===== src/rtl/riscv_lsu.sv =====
`timescale 1ns/1ps
// riscv_lsu
// Load-store unit between a single-cycle RISC-V core and a word-wide data
// memory. Each core memory instruction is sequenced IDLE -> BUSY -> DONE.
// The core is stalled until the memory handshake completes and then sees
// exactly one non-stalled cycle in which the extended load data is valid.
//
// Ports:
//   clk_i, rst_i          clock, synchronous active-high reset
//   core_req_i/we_i       core access request, 1 = store
//   core_size_i           funct3 size code (B/H/W/BU/HU; 3,6,7 act as W)
//   core_addr_i/wd_i      byte address, right-justified store data
//   core_rd_o             registered, extended load data
//   core_stall_o          hold the core while the access is in flight
//   mem_req_o/we_o/be_o   memory request, write enable, byte enables
//   mem_addr_o/wd_o       word address, lane-replicated store data
//   mem_rd_i/ready_i      memory read word and completion strobe
module riscv_lsu (
    input  logic        clk_i,
    input  logic        rst_i,
    input  logic        core_req_i,
    input  logic        core_we_i,
    input  logic [2:0]  core_size_i,
    input  logic [31:0] core_addr_i,
    input  logic [31:0] core_wd_i,
    output logic [31:0] core_rd_o,
    output logic        core_stall_o,
    output logic        mem_req_o,
    output logic        mem_we_o,
    output logic [3:0]  mem_be_o,
    output logic [31:0] mem_addr_o,
    output logic [31:0] mem_wd_o,
    input  logic [31:0] mem_rd_i,
    input  logic        mem_ready_i
);

    typedef enum logic [1:0] {
        IDLE = 2'd0,
        BUSY = 2'd1,
        DONE = 2'd2
    } state_t;

    state_t      state_reg;
    state_t      state_next;
    logic [31:0] rd_reg;
    logic        capture;

    logic [1:0]  off;
    logic        is_byte;
    logic        is_half;
    logic        is_unsigned;
    logic [3:0]  be_access;
    logic [7:0]  ld_byte;
    logic [15:0] ld_half;
    logic [31:0] ld_ext;

    assign off         = core_addr_i[1:0];
    // Only 0/4 are bytes and 1/5 halves; every other code is a full word.
    assign is_byte     = (core_size_i == 3'd0) || (core_size_i == 3'd4);
    assign is_half     = (core_size_i == 3'd1) || (core_size_i == 3'd5);
    assign is_unsigned = core_size_i[2];

    assign mem_addr_o  = {core_addr_i[31:2], 2'b00};

    always_comb begin
        be_access = 4'b1111;
        if (is_byte) begin
            be_access = 4'b0001 << off;
        end else if (is_half) begin
            be_access = off[1] ? 4'b1100 : 4'b0011;
        end
    end

    // Store data is replicated across lanes so the byte enables alone pick
    // the destination; the memory never needs the offset.
    genvar gi;
    generate
        for (gi = 0; gi < 4; gi++) begin : g_lane
            assign mem_wd_o[8*gi +: 8] = is_byte ? core_wd_i[7:0] :
                                         is_half ? core_wd_i[8*(gi%2) +: 8] :
                                                   core_wd_i[8*gi +: 8];
        end
    endgenerate

    assign ld_byte = mem_rd_i[{off, 3'b000} +: 8];
    assign ld_half = off[1] ? mem_rd_i[31:16] : mem_rd_i[15:0];

    always_comb begin
        ld_ext = mem_rd_i;
        if (is_byte) begin
            ld_ext = {{24{~is_unsigned & ld_byte[7]}}, ld_byte};
        end else if (is_half) begin
            ld_ext = {{16{~is_unsigned & ld_half[15]}}, ld_half};
        end
    end

    always_comb begin
        state_next   = state_reg;
        core_stall_o = 1'b0;
        mem_req_o    = 1'b0;
        mem_we_o     = 1'b0;
        mem_be_o     = 4'b0000;
        capture      = 1'b0;
        case (state_reg)
            IDLE: begin
                core_stall_o = core_req_i;
                if (core_req_i) begin
                    state_next = BUSY;
                end
            end
            BUSY: begin
                core_stall_o = 1'b1;
                mem_req_o    = 1'b1;
                mem_we_o     = core_we_i;
                mem_be_o     = be_access;
                if (mem_ready_i) begin
                    capture    = 1'b1;
                    state_next = DONE;
                end
            end
            DONE: begin
                // Core retires at the next edge; returning to IDLE guarantees
                // a back-to-back request is seen as a fresh access.
                state_next = IDLE;
            end
            default: begin
                state_next = IDLE;
            end
        endcase
    end

    always_ff @(posedge clk_i) begin
        if (rst_i) begin
            state_reg <= IDLE;
            rd_reg    <= 32'd0;
        end else begin
            state_reg <= state_next;
            if (capture) begin
                rd_reg <= ld_ext;
            end
        end
    end

    assign core_rd_o = rd_reg;

endmodule


===== config.mk =====
export PLATFORM = sky130hd
export DESIGN_NAME = riscv_lsu
export DESIGN_NICKNAME = d
export VERILOG_FILES = /design/src/rtl/riscv_lsu.sv
export SDC_FILE = /design/constraint.sdc
export NUM_CORES = 1
export LEC_CHECK = 0
export ABC_AREA = 1
export CAP_MARGIN = 20
export CORE_ASPECT_RATIO = 1.1
export CORE_UTILIZATION = 27
export CTS_CLUSTER_SIZE = 16
export DETAILED_ROUTE_END_ITERATION = 10
export PLACE_DENSITY = 0.59
export SYNTH_ARGS = -nofsm -noshare
export SYNTH_HDL_FRONTEND = slang
export SYNTH_SLANG_ARGS = --single-unit
export TNS_END_PERCENT = 50

===== constraint.sdc =====
create_clock -name clk_i -period 2.04 [get_ports clk_i]
set_input_delay 0.204 -clock clk_i [delete_from_list [all_inputs] [get_ports clk_i]]
set_output_delay 0.204 -clock clk_i [all_outputs]
set_load 0.005 [all_outputs]

==> impl_metrics.toml, run 1 <==
[run_status]
violations = "DRC"
status = "finished with violations"

[critical_path]
path_max_fanout = 10
slowest_delay_ns = 0.57
arrival_ns = 1.75
r2r_setup_slack_ns = 0.58
critical_path.endpoint_type = "output pin"
r2r_cells = 7
r2r-start = "state_reg[0]"
cp.required_ns = 1.84
cp-start-kind = "input port"
path_cells = "dlygate4sd2_1, buf_4, nand2_8, o211ai_1, clkdlybuf4s50_1"
crit_type = "input port to output pin"
rr_endpoint = "core_rd_o[4]"
crit_slowest_cell = "clkdlybuf4s50_1"

[clock_tree]
cts-htree-levels = 2
cts-buffers-inserted = 5
cts_tree = "built"
cts_setup_buffers = 0
cts_resized = 4
cts_max_path_buffers = 2
cts_hold_buf = 0
clk_latency_ns = 0.28
cts_sinks = 34
root_buffer = "clkbuf_16"

[layout]
layout-drive-gt1-share_pct = 11.25
areaGrowthSynthToFinish_pct = 46.98
largest_register_ffs = 32
nets = 725
antenna-diode-count = 0
fin_area_um2 = 4627

[sta]
finalSetupTns_ns = 0
rsz0062_at_grt = "false"
fin_ws_ns = 0.09073
period_needed_ns = 1.949
maxSlewViolCount = 0
final_hold_viol_count = 0
clock_skew_ns = 0.003768
max_freq_mhz = 513.0
finalCritPeriodShare_pct = 95.55
setup_violations = 0
hold_ws_ns = 0.4080

[place]
portBuffers = 144
place_area_um2 = 4449
place_hpwl_um = 8433
place_ws_ns = -0.08619
gp_congestion = 0.8002

[routing]
dr.pass1.iters = 8
drtIter0Drc = 199
remaining_drc_errors = 1
vias = 3452
ant_nets = 0
wl_per_cell_um = 13.73
vias_per_cell = 4.472
drt-total-wl_um = 10600

[die]
start_util_pct = 27.64
core_um2 = 11390
fp.dieW_um = 105.0
rows = 41
die_area_um2 = 12100
fp.dieH_um = 115.3
ios = 207

[synthesis]
synth_area_leader_cell = "nand2_1"
synth_flop_cell = "dfxtp_1"
yosys-top-cells-area = "nand2_1, dfxtp_1, buf_4"
synth_edf_count = 0
syn_inst = 513
yosysWarningCount = 0
synth-seq-area-share_pct = 21.62
synth_top_area_share_pct = 22.66
synth.distinct_cells = 30
synth-async-reset-ratio_pct = 0
netlist_area_um2 = 3148
ys_seq_elements = 34
syn_area_per_cell_um2 = 6.136

[power_and_ir_drop]
powerDensity_nw_per_um2 = 503.4
power_uw = 2329
p_leak_uw = 0.002242
peakVddDrop_uv = 285.8

[worst_hold_path]
hp-class = "input port to output pin"
hold_start = "core_addr_i[26]"
hold_depth = 0
holdPathEnd = "mem_addr_o[26]"

[grt]
grt_overflow_total = 0
grt_max_degree = 55
grt_pass1_wl_um = 16350
antenna_found_initial = 0
track_usage_pct = 17.64
grt_pass1_vias = 3264

[job]
cap_viol_max_count = 0
area by class of cell:
class / instances / area, um^2
fillers: 1218 / 6761
repair buffers: 167 / 1648
multi-input cells: 337 / 1644
flip-flops and latches: 34 / 680.7
inverters: 76 / 300.3
well taps: 150 / 187.7
clock buffers: 8 / 166.4
metrics by stage:
stage | instances | utilization, %
3_5_place_dp | 763 | 39.07
5_1_grt | 772 | 40.63
6_report | 772 | 40.63
4_1_cts | 772 | 40.63
2_1_floorplan | 514 | -
3_3_place_gp | 763 | 39.07
synth_stat cells (2+ instances only):
cell      instances
o21a_1           17
nand4_1           7
nor2_1           10
nand2_2          14
nand3_1          44
nand2_1         190
nand3_4           3
a21oi_2           7
buf_4            44
dfxtp_1          34
o211ai_1          8
inv_1            67
inv_2             5
buf_12            2
o21ai_0          16
buf_6             9
buf_2             9
clkbuf_1          3
nor2_4            2
a21oi_1          12
cells by family (layout without fill, tap and decap cells):
| family | count (synthesis) | after routing | share of synthesized area [%] |
|---|---|---|---|
| and+or+nand+nor | 273 | 274 | 38.99 |
| DFF | 34 | 34 | 21.62 |
| other | 1 | 2 | 0.1191 |
| AOI/OAI and AO/OA | 61 | 61 | 12.52 |
| buffers and inverters | 144 | 251 | 26.75 |
worst max-delay path by stage:
stage / startpoint / end / slack [ns] / depth (start not counted)
5_1_grt: core_size_i[0] / mem_wd_o[26] / 0.02 / 6
4_1_cts: core_size_i[0] / mem_wd_o[26] / 0.09 / 6
3_5_place_dp: core_size_i[1] / mem_wd_o[26] / -0.09 / 7
2_1_floorplan: state_reg[0] / core_rd_o[7] / 0.87 / 9
3_3_place_gp: core_size_i[0] / mem_wd_o[26] / -0.05 / 6
6_report: core_size_i[0] / mem_wd_o[24] / 0.09 / 5
where the power goes:
part	total, uW	internal, uW	switching (uW)
Clock	826	552	274
Sequential	722	703	19.6
Combinational	781	427	354
metal layers:
layer	track usage (%)	vias up	share of wire, %
met5	0	-	0
met4	11.17	0	4.5
met3	4.308	41	7.0
met2	31.30	162	48
met1	18.96	1498	40
li1	-	1751	-
critical path, delay by kind of cell:
| family | cells | cell delay [ns] |
|---|---|---|
| simple gates | 1 | 0.08 |
| compound gates | 1 | 0.27 |
| buf+inv | 3 | 1.19 |
cells in the final DEF (no fill, tap or decap), types with 11 or more instances in the layout:
| cell | instances |
|---|---|
| nand2_2 | 14 |
| o21ai_0 | 16 |
| dfxtp_1 | 34 |
| buf_4 | 20 |
| a21oi_1 | 11 |
| o21a_1 | 17 |
| clkdlybuf4s50_1 | 141 |
| nand3_1 | 44 |
| inv_1 | 67 |
| nand2_1 | 190 |
No activity file was read; power rests on OpenSTA's default activity.
==> inputs of run 2 (changes only) <==
--- a/config.mk
+++ b/config.mk
@@ -7,7 +7,6 @@
 export LEC_CHECK = 0
 export ABC_AREA = 1
 export CAP_MARGIN = 20
-export CORE_ASPECT_RATIO = 1.1
 export CORE_UTILIZATION = 27
 export CTS_CLUSTER_SIZE = 16
 export DETAILED_ROUTE_END_ITERATION = 10
==> impl_metrics.toml, run 2 (synthesis gave the netlist of run 1 again) <==
[power_and_ir_drop]
netSwitchingFraction_pct = 27.05
sequentialPowerShare_pct = 30.7
p_int_uw = 1718
p_leak_uw = 0.002258
pwr-share-clk_pct = 37.1
peakVddDrop_uv = 234.8
combPwrFrac_pct = 32.2
powerDensity_nw_per_um2 = 515.4
switching_power_uw = 637.1

[grt]
antenna_found_initial = 0
grt_overflow_total = 0
grt_max_degree = 40
met3_usage_pct = 4.174
top_usage_layer = "met2"
use_met1_pct = 20.72
track_usage_pct = 17.70
grt_pass1_vias = 3257
grt_pass1_wl_um = 16440
met2_usage_pct = 31.61

[critical_path]
crit_top_cell = "clkdlybuf4s50_1"
crit_type = "input port to output pin"
critPathCapture = "mem_be_o[3]"
path_depth = 4
critical_path.endpoint_type = "output pin"
crit_slowest_cell = "clkdlybuf4s50_1"
path_cells = "clkdlybuf4s50_1, o21ai_0, a21oi_1, clkdlybuf4s50_1"
r2r-start = "state_reg[0]"
path_max_fanout = 7
slowest_delay_ns = 0.68
r2r_cells = 8
arrival_ns = 1.71
critPathLaunch = "core_addr_i[1]"
r2r_setup_slack_ns = 0.57
cp-start-kind = "input port"
cp.required_ns = 1.84
rr_endpoint = "core_rd_o[8]"
cp_top_family = "buffers and inverters"
cp.buffers_inverters = 2

[layout]
nets = 719
largest_register_ffs = 32
antenna-diode-count = 0
areaGrowthSynthToFinish_pct = 45.15
fin_util_pct = 40.19
fin_cells = 758
final_common_cell = "nand2_1"
nFillCells = 1217
most-common-layout-cells = "nand2_1, clkdlybuf4s50_1, inv_1, nand3_1, dfxtp_1"
layout-drive-gt1-share_pct = 10.24

[routing]
vias = 3379
dr.pass1.iters = 4
ant_nets = 0
wl_per_cell_um = 13.75
remaining_drc_errors = 0
drtIter0Drc = 207
drt-total-wl_um = 10420
vias_per_cell = 4.458

[clock_tree]
cts_sinks = 34
clk_latency_ns = 0.27
cts_tree = "built"
root_buffer = "clkbuf_16"
cts-buffers-inserted = 5
cts_max_path_buffers = 2
cts-htree-levels = 2
cts_hold_buf = 0

[run_status]
status = "completed"

[die]
core_um2 = 11370
rows = 39
die_area_um2 = 12100
fp.dieH_um = 110.0
fp.dieW_um = 110.0
ios = 207
start_util_pct = 27.69

[job]
cap_viol_max_count = 0

[sta]
setup_violations = 0
maxSlewViolCount = 0
rsz0062_at_grt = "false"
period_needed_ns = 1.917
final_hold_viol_count = 0
fin_ws_ns = 0.1232
finalCritPeriodShare_pct = 93.96
clock_skew_ns = 0.002931
max_freq_mhz = 521.7

[place]
place_hpwl_um = 8229
gp_congestion = 0.8735
place_ws_ns = -0.04699
placed_cells_incl_taps = 750
portBuffers = 144

[worst_hold_path]
hp-class = "input port to output pin"
run 2: cell types whose count changed in the layout (fill, tap and decap cells not counted), sizes merged:
cell,previous run,this run
buf,23,17
dlymetal6s2s,0,5
clkdlybuf4s50,141,138
clkbuf,8,6
dlygate4sd2,3,1
bufinv,0,1
run 2: how the worst min path moves through the flow:
stage	startpoint	end	slack [ns]	cells after the start
floorplan	core_req_i	state_reg[0]	0.37	2
global placement	core_addr_i[20]	mem_addr_o[20]	0.41	0
detailed placement	core_addr_i[20]	mem_addr_o[20]	0.41	0
CTS	core_addr_i[20]	mem_addr_o[20]	0.41	0
global route	core_addr_i[17]	mem_addr_o[17]	0.41	0
finish	core_addr_i[17]	mem_addr_o[17]	0.41	0
run 2: metal layers:
layer / up-vias / routed length, um
met4: 0 / 156
met5: - / 0
met1: 1488 / 4399
li1: 1743 / -
met2: 130 / 5188
met3: 18 / 679
run 2: stage by stage:
stage | hold WS, ns | instance area (um^2) | total power [uW] | setup TNS [ns]
after floorplan | 0.3731 | 3152 | 1146 | 0
after global routing | 0.4080 | 4569 | 2496 | 0
after global placement | 0.4080 | 4370 | 1490 | -0.07387
final | 0.4080 | 4569 | 2355 | 0
after detailed placement | 0.4080 | 4370 | 1497 | -0.04699
after CTS | 0.4080 | 4553 | 2394 | 0
run 2: repair_timing:
action,4_1_cts,5_1_grt
buffers inserted,0,0
gates cloned,1,0
pin swaps,1,0
setup endpoints to repair,2,7
gates resized for setup,2,6
run 2: worst reg2reg max path: stages (launching register included):
cell and delay, ns:
dfxtp_1 0.33, inv_1 0.07, nor2_4 0.16, inv_2 0.08, nor2_4 0.09, buf_4 0.35
nand2_1 0.13, inv_1 0.08, a21oi_2 0.05
run 2: layout make-up:
| cell class | count | area (um^2) | area share [%] |
|---|---|---|---|
| inverters | 76 | 300.3 | 6.572 |
| well taps | 143 | 178.9 | 3.916 |
| clock buffers | 6 | 138.9 | 3.039 |
| clock inverters | 1 | 30.03 | 0.6572 |
| multi-input cells | 337 | 1644 | 35.98 |
| flip-flops and latches | 34 | 680.7 | 14.90 |
| repair buffers | 161 | 1597 | 34.94 |
run 2: power by group through the flow:
| stage | clock network, uW | logic, uW | registers [uW] |
|---|---|---|---|
| floorplan | 0 | 409 | 737 |
| global placement | 0 | 754 | 736 |
| detailed placement | 0 | 761 | 737 |
| CTS | 903 | 769 | 722 |
| global route | 932 | 837 | 726 |
| finish | 874 | 759 | 722 |
